## config.mk

```make
export PLATFORM = sky130hd
export DESIGN_NAME = anc_sample_source
export DESIGN_NICKNAME = d
export VERILOG_FILES = /design/src/rtl/anc_pkg.sv /design/src/rtl/anc_sample_fifo.sv /design/src/rtl/anc_sample_source.sv
export SDC_FILE = /design/constraint.sdc
export NUM_CORES = 1
export LEC_CHECK = 0
export ABC_AREA = 1
export CAP_MARGIN = 20
export CORE_MARGIN = 2
export CORE_UTILIZATION = 50
export DETAILED_ROUTE_END_ITERATION = 6
export PLACE_DENSITY_LB_ADDON = 0.15
export SLEW_MARGIN = 20
export SYNTH_ARGS = -nofsm -noshare
export SYNTH_HDL_FRONTEND = slang
export SYNTH_HIERARCHICAL = 1
export SYNTH_SLANG_ARGS = --single-unit
```

## constraint.sdc

```tcl
create_clock -name clk -period 4.8 [get_ports clk]
set_clock_uncertainty 0.15 [all_clocks]
set_input_delay 0.96 -clock clk [delete_from_list [all_inputs] [get_ports clk]]
set_output_delay 0.96 -clock clk [all_outputs]
set_load 0.02 [all_outputs]
```

## src/rtl/anc_pkg.sv

```systemverilog
// Shared types for the ANC sample source: sample width, frame entry layout,
// sequencer states and the default controller init delay.
package anc_pkg;

  localparam int SAMPLE_W        = 16;
  localparam int INIT_CYCLES_DEF = 64;

  typedef logic signed [SAMPLE_W-1:0] sample_t;

  typedef struct packed {
    sample_t e;
    sample_t x;
    sample_t a;
    sample_t u;
  } frame_t;

  typedef enum logic {
    WAIT_INIT = 1'b0,
    RUN       = 1'b1
  } state_t;

endpackage

```

## src/rtl/anc_sample_fifo.sv

```systemverilog
// Frame FIFO with a registered head; a push into an empty FIFO is visible on head one cycle later.
// Push while full is ignored unless a pop happens in the same cycle; pop while empty is ignored.
module anc_sample_fifo
  import anc_pkg::*;
#(
  parameter int DEPTH = 4
) (
  input  logic                     clk,
  input  logic                     rst_n,
  input  logic                     push,
  input  frame_t                   push_dat,
  input  logic                     pop,
  output frame_t                   head_dat,
  output logic                     full,
  output logic                     empty,
  output logic [$clog2(DEPTH):0]   level
);

  localparam int AW = $clog2(DEPTH);
  localparam int LW = AW + 1;

  frame_t          mem [DEPTH];
  logic [AW-1:0]   wr_ptr;
  logic [AW-1:0]   rd_ptr;
  logic [AW-1:0]   rd_next;
  logic [LW-1:0]   level_after_pop;
  logic            pop_en;
  logic            push_en;

  assign full    = (level == LW'(DEPTH));
  assign empty   = (level == '0);
  assign pop_en  = pop & ~empty;
  assign push_en = push & (~full | pop_en);

  assign rd_next         = rd_ptr + AW'(pop_en);
  assign level_after_pop = level - LW'(pop_en);

  always_ff @(posedge clk) begin
    if (push_en) mem[wr_ptr] <= push_dat;
  end

  always_ff @(posedge clk) begin
    if (!rst_n) begin
      wr_ptr   <= '0;
      rd_ptr   <= '0;
      level    <= '0;
      head_dat <= '0;
    end else begin
      if (push_en) wr_ptr <= wr_ptr + AW'(1);
      rd_ptr <= rd_next;
      level  <= level_after_pop + LW'(push_en);
      // The next head is still being written when the FIFO drains to zero this cycle.
      if (push_en && level_after_pop == '0) head_dat <= push_dat;
      else                                  head_dat <= mem[rd_next];
    end
  end

endmodule

```

## src/rtl/anc_sample_source.sv

```systemverilog
// ADC frame source for the ANC controller: init sequencer, frame FIFO (1-cycle latency), DAC capture.
// Frames are held until controller_ready; pushes into a full FIFO drop. Macro: ANC_SRC_DROP_CNT_EN.
module anc_sample_source
  import anc_pkg::*;
#(
  parameter int DEPTH       = 4,
  parameter int INIT_CYCLES = INIT_CYCLES_DEF
) (
  input  logic                        clk,
  input  logic                        rst_n,
  input  logic                        adc_strobe,
  input  logic signed [15:0]          adc_e,
  input  logic signed [15:0]          adc_x,
  input  logic signed [15:0]          adc_a,
  input  logic signed [15:0]          step_u,
  output logic                        init_done,
  output logic                        in_valid,
  input  logic                        controller_ready,
  output logic signed [15:0]          e_in,
  output logic signed [15:0]          x_in,
  output logic signed [15:0]          a_in,
  output logic signed [15:0]          u_in,
  input  logic                        out_valid,
  input  logic signed [15:0]          out_sample,
  output logic                        dac_strobe,
  output logic signed [15:0]          dac_sample,
  output logic [$clog2(DEPTH):0]      fifo_level,
  output logic                        overflow,
  output logic [15:0]                 drop_cnt
);

  localparam int CW = $clog2(INIT_CYCLES + 1);

  state_t          state;
  logic [CW-1:0]   init_cnt;
  frame_t          head;
  frame_t          frame;
  logic            fifo_full;
  logic            fifo_empty;
  logic            accept;
  logic            pop;
  logic            push;
  logic            drop;

  always_ff @(posedge clk) begin
    if (!rst_n) begin
      state     <= WAIT_INIT;
      init_cnt  <= '0;
      init_done <= 1'b0;
    end else begin
      case (state)
        WAIT_INIT: begin
          if (init_cnt == CW'(INIT_CYCLES - 1)) begin
            state     <= RUN;
            init_done <= 1'b1;
          end else begin
            init_cnt <= init_cnt + CW'(1);
          end
        end
        default: init_done <= 1'b1;
      endcase
    end
  end

  // in_valid depends only on registered state, never on controller_ready.
  assign in_valid = (state == RUN) & ~fifo_empty;
  assign pop      = in_valid & controller_ready;
  assign accept   = (state == RUN) & adc_strobe;
  assign drop     = accept & fifo_full & ~pop;
  assign push     = accept & ~drop;

  assign frame = '{e: adc_e, x: adc_x, a: adc_a, u: step_u};

  anc_sample_fifo #(.DEPTH(DEPTH)) u_fifo (
    .clk      (clk),
    .rst_n    (rst_n),
    .push     (push),
    .push_dat (frame),
    .pop      (pop),
    .head_dat (head),
    .full     (fifo_full),
    .empty    (fifo_empty),
    .level    (fifo_level)
  );

  assign e_in = head.e;
  assign x_in = head.x;
  assign a_in = head.a;
  assign u_in = head.u;

  always_ff @(posedge clk) begin
    if (!rst_n) begin
      overflow   <= 1'b0;
      dac_strobe <= 1'b0;
      dac_sample <= '0;
    end else begin
      if (drop) overflow <= 1'b1;
      dac_strobe <= out_valid;
      if (out_valid) dac_sample <= out_sample;
    end
  end

`ifdef ANC_SRC_DROP_CNT_EN
  logic [15:0] drop_q;

  always_ff @(posedge clk) begin
    if (!rst_n)                        drop_q <= '0;
    else if (drop && drop_q != 16'hFFFF) drop_q <= drop_q + 16'd1;
  end

  assign drop_cnt = drop_q;
`else
  assign drop_cnt = '0;
`endif

endmodule

```

# Word level (Yosys, flattened, before mapping)
# Memories as Yosys holds them, arrays and structs flattened.
# Index checks and enable logic that the tools add are counted.
# totals
out_inout_bits,103
reg_bits,98
word_cells,48
ram_bits,256
mem_count,1
# op_classes
n_eq_ne,2
n_mux,7
bitwise,15
n_reduce_logical,5
addsub,5
# mem_list
name,words,width,rd,rd_ports_with_merged_regs,wr,line_no,source
u_fifo.mem,4,64,1,0,1,anc_sample_fifo.sv:22,frame_t mem [DEPTH];
# ops
cell,n
64-bit 2-to-1 mux,1
1-bit bitwise AND,8
7-bit by 1-bit adder with 7-bit output (second input constant),1
7-bit by 6-bit equality test with 1-bit output (second input constant),1
3-bit zero test,2
1-bit 2-to-1 mux,6
1-bit inverter,6
3-bit by 1-bit adder with 3-bit output,1
3-bit equality test (second input constant),1
3-bit by 1-bit subtractor with 3-bit output,1
2-bit by 1-bit adder with 2-bit output,1
2-bit by 1-bit adder with 2-bit output (second input constant),1
2-bit AND reduction,1
2-bit nonzero test,1
1-bit logical AND,1
1-bit bitwise OR,1

# Depth between registers and ports, before layout
# depth
ltp_word,11
mapped_depth,18
depth_no_buf,16

# Hierarchy
# Netlist, hierarchy kept.
# modules_own_cells
mod,n_inst,cells_per_inst,seq_area_each_um2,area_per_inst_um2
anc_sample_fifo,1,1350,9108.7,13188.9
anc_sample_source,1,164,540.5,1206.2

# Worst setup path after synthesis
# OpenSTA, ideal clock, no wires.
# synth_timing
path_type,in2reg
startpoint,input controller_ready
endpoint,memory u_fifo/mem[0][0] in the netlist's numbering (enable)
n_path_buf,0
arrival_time_ns,4.085
cell_stages,4
required_time_ns,4.163
path_slack_ns,0.078
setup_ns,0.487
path_cell_list,nand2_1 -> a21oi_1 -> nand2_2 -> nor2_1
# synth_between
elab_chain_cells,8
# synth_rtl
item,line_no,source
from (decl),anc_sample_source.sv:18,"input logic controller_ready,"
1-bit bitwise AND,anc_sample_source.sv:67,assign pop = in_valid & controller_ready;
1-bit inverter,anc_sample_source.sv:69,assign drop = accept & fifo_full & ~pop;
1-bit bitwise AND,anc_sample_source.sv:69,
1-bit inverter,anc_sample_source.sv:70,assign push = accept & ~drop;
1-bit bitwise AND,anc_sample_source.sv:70,
via push,anc_sample_source.sv:42,logic push;
1-bit bitwise AND,anc_sample_fifo.sv:33,assign push_en = push & (~full | pop_en);
1-bit 2-to-1 mux,anc_sample_fifo.sv:39,if (push_en) mem[wr_ptr] <= push_dat;
1-bit 2-to-1 mux (not written as such),anc_sample_fifo.sv:39,
to (decl),anc_sample_fifo.sv:22,
# The timed path passes the listed nets, and every way through them passes these cells.

# Final worst setup path
# layout_timing
startpoint,input controller_ready
endpoint,register u_fifo/head_dat[17] in the netlist's numbering
# layout_between
elab_chain_cells,8
# layout_rtl
item,line_no,source
1-bit bitwise AND (*),anc_sample_source.sv:67,
via pop,anc_sample_source.sv:41,logic pop;
branches (longest 6 deep; another with memory 4 x 64 bit),--,
64-bit 2-to-1 mux (*),anc_sample_fifo.sv:53,if (push_en && level_after_pop == '0) head_dat <= push_dat;
to (signal assigned),anc_sample_fifo.sv:53,
to (signal assigned),anc_sample_fifo.sv:54,else head_dat <= mem[rd_next];
to (decl),anc_sample_fifo.sv:13,"output frame_t head_dat,"
# Mark *: on every way through the listed nets, which the timed path passes.
# A chain may end at the register's enable or synchronous reset.

==> results by group <==
Clocking
  • Clock buffer count from CTS: 38
  • Post-CTS setup repair buffer count: 0
  • Worst-Skew Late Latency: 500 ps
  • Root buffer cell: clkbuf_16
  • Cts repair resizes: 0
  • Clk slew on worst S/H paths: 60 ps
  • Max Root-Sink Buffers: 3
  • H-tree levels: 2
  • CTS tree: built
  • Hold-fix buffers, CTS: 0
  • Clock sinks: 354

Global routing
  • First-pass GRT wire length: 47100 µm
  • Vias in the first global route: 9450
  • Largest net degree at the start of global routing: 130
  • Gr ovfl total: 0
  • Antenna violations before repair: 3
  • Gr usage total: 19.4%

Route
  • Via density: 4.68
  • 1st-pass router iterations: 4
  • Antenna-violating nets left: 0
  • Vias: 9795
  • Drt total wl: 29000 µm
  • Initial DRC Count: 606
  • WL/cell: 13.9 µm
  • DRC Markers: 0

Pwr
  • Total power: 6.37 mW
  • Power per Cell Area: 361 mW/mm²
  • Leakage Power: 7.52 nW
  • Peak supply drop: 0.386 mV

Critical path
  • Critical Path RT: 5050 ps
  • Worst setup SP type: primary input
  • Crit Path Max Fanout: 58
  • Setup slack, reg-to-reg: 1700 ps
  • Worst R2R End: u_fifo/head_dat[17]$_SDFF_PN0_
  • Reg2reg path depth: 16
  • Crit end category: flip-flop
  • Worst R2R Start: u_fifo/level[2]$_SDFF_PN0_
  • Crit path arrival time: 3550 ps
  • CP startpoint: controller_ready
  • Crit path kind: in -> reg

Placement
  • # port buffers: 171
  • Routability congestion estimate: 0.741
  • Placed Cells: 2021
  • Detailed placement HPWL: 16100 µm

Synthesis
  • Post-Syn Area: 0.0144 mm²
  • Distinct cells, synth: 26
  • Sequential area share after synthesis: 67.0%
  • Main combinational cell family by area after synthesis: simple AND/OR/NAND/NOR gates
  • Post-Synth Simple-Gate Area: 25.0%
  • XOR/XNOR share of the synthesized area: 0%
  • Yosys warns: 6
  • Synth Instances: 1514
  • Synth Area in Adders: 0.869%
  • Syn_area_per_cell: 9.51 µm²
  • Multiplexer area fraction after synthesis: 0%
  • Yosys reg bits: 354
  • Synth Area in Compound Gates: 1.02%

Floorplanning
  • Initial Util: 50.4%
  • Chip Height: 174 µm
  • Io pins: 188
  • Die Area: 0.0302 mm²
  • Die W: 174 µm
  • Core area: 0.0285 mm²
  • Number of core rows: 62

Outcome
  • Status: finished, final reports clean

Timing
  • Tightest Pin Transition: 910 ps
  • Hold Worst Slack: 301 ps
  • Final worst-path cycle share: 68.7%
  • Finish-stage setup viols: 0
  • Max Clk Rate: 303 MHz
  • Tmin final: 3300 ps
  • Setup TNS: 0 ps
  • Worst slew margin: 39.3%
  • Slew Viols, Final: 0
  • Fin. Hold Viols: 0
  • RSZ-0062 raised after global routing: false

Worst hold path
  • Hold path depth: 2
  • Hold Crit Endpoint: overflow$_SDFFE_PN0P_
  • HP Class: reg -> reg
  • Hold_sp: overflow$_SDFFE_PN0P_

Layout
  • Fillers: 2380
  • Non-filler cells, final: 2091
  • Nets: 1772
  • Util after Layout: 61.7%
  • Synthesis-to-layout area growth: 22.4%
  • Share of layout cells above drive strength 1: 6.21%

Flow run
  • Number of max-cap violations: 0
[critical path, stage by stage]
cell,delay [ps]
clkdlybuf4s50_1,450
nand2_1,80
inv_1,60
inv_1,40
nor2_1,250
ha_1,210
ha_1,160
nand2_1,50
nand2_1,120
nand2_1,100
nor2_4,480
buf_12,330
nand2_1,90
nand2_1,70
nor2_1,50
[metrics by stage]
| step | setup slack (ps) | cell area [µm²] |
|---|---|---|
| global route | 1230 | 17600 |
| floorplan | 78.1 | 14500 |
| finish | 1500 | 17600 |
| CTS | 1500 | 17600 |
| detailed placement | 963 | 16400 |
| global placement | 1070 | 16400 |
[layer usage]
metal  GRT usage (%)  wire length (µm)  vias to the layer above
li1                -                 -                     5026
met3            4.21              1930                       56
met4            5.81               733                        4
met1            25.1             12900                     4448
met5               0                28                        -
met2            32.9             13500                      261
[layout by cell type, fill, tap and decap left out, types with 2 or more instances in the layout]
cell type / count
nand2_1: 733
edfxtp_1: 256
clkdlybuf4s50_1: 170
nor2_1: 167
inv_1: 98
dfxtp_1: 98
clkbuf_16: 39
o21ai_0: 17
conb_1: 16
buf_4: 15
nor2_2: 14
clkinv_2: 10
ha_1: 9
nand3_1: 8
a21oi_1: 7
clkbuf_1: 7
nand2_2: 6
nor2_4: 6
clkinv_1: 6
buf_12: 5
bufinv_16: 3
clkbuf_8: 3
nand4_1: 2
o21ai_1: 2
nor3_1: 2
[cell usage after synthesis (all sizes together)]
master,number,share of area [%]
edfxtp,256,53
conb,1,0.026
clkbuf,8,0.21
a21oi,7,0.24
nor2,187,5.2
nand2,739,19
nor3,2,0.070
buf,74,3.2
ha,10,0.87
nand3,8,0.28
nand3b,1,0.052
inv,100,2.6
dfxtp,98,14
nand4,2,0.087
a211oi,1,0.052
o21ai,20,0.72
[registers in the layout, summed over array words and instances (netlist names)]
register and cells:
state 1, init_cnt 7, u_fifo/mem 256, init_done 1, u_fifo/wr_ptr 2, overflow 1, u_fifo/rd_ptr 2, dac_strobe 1
dac_sample 16, u_fifo/head_dat 64, u_fifo/level 3
[report_power, final]
group	switching (mW)	internal (mW)
Sequential	0.0119	3.30
Clock	1.11	1.69
Combinational	0.132	0.120
Total	1.26	5.11
[worst max path at each step]
stage / depth (start not counted) / slack (ps) / end
after floorplan: 4 / 80 / u_fifo/mem[0][0]$_DFFE_PP_
after global placement: 15 / 1070 / u_fifo/head_dat[22]$_SDFF_PN0_
after detailed placement: 15 / 960 / u_fifo/head_dat[17]$_SDFF_PN0_
after CTS: 15 / 1500 / u_fifo/head_dat[21]$_SDFF_PN0_
after global routing: 15 / 1230 / u_fifo/head_dat[9]$_SDFF_PN0_
final: 15 / 1500 / u_fifo/head_dat[17]$_SDFF_PN0_
[cell type report]
class	instances	area, µm²	area share (%)
multi-input cells	993	3990	22.6
well taps	384	480	2.73
clock buffers	49	1040	5.92
repair buffers	190	1910	10.9
diodes	1	2.50	0.0142
clock inverters	20	171	0.973
inverters	100	378	2.14
flip-flops and latches	354	9650	54.7
[kinds of logic (layout without fill, tap and decap cells)]
logic type,Yosys count,count (layout)
fa+ha+maj,10,10
flops,354,354
buf+inv,182,359
compound gates,28,28
other cells,1,17
simple gates,939,939
No activity file was read; power rests on OpenSTA's default activity.
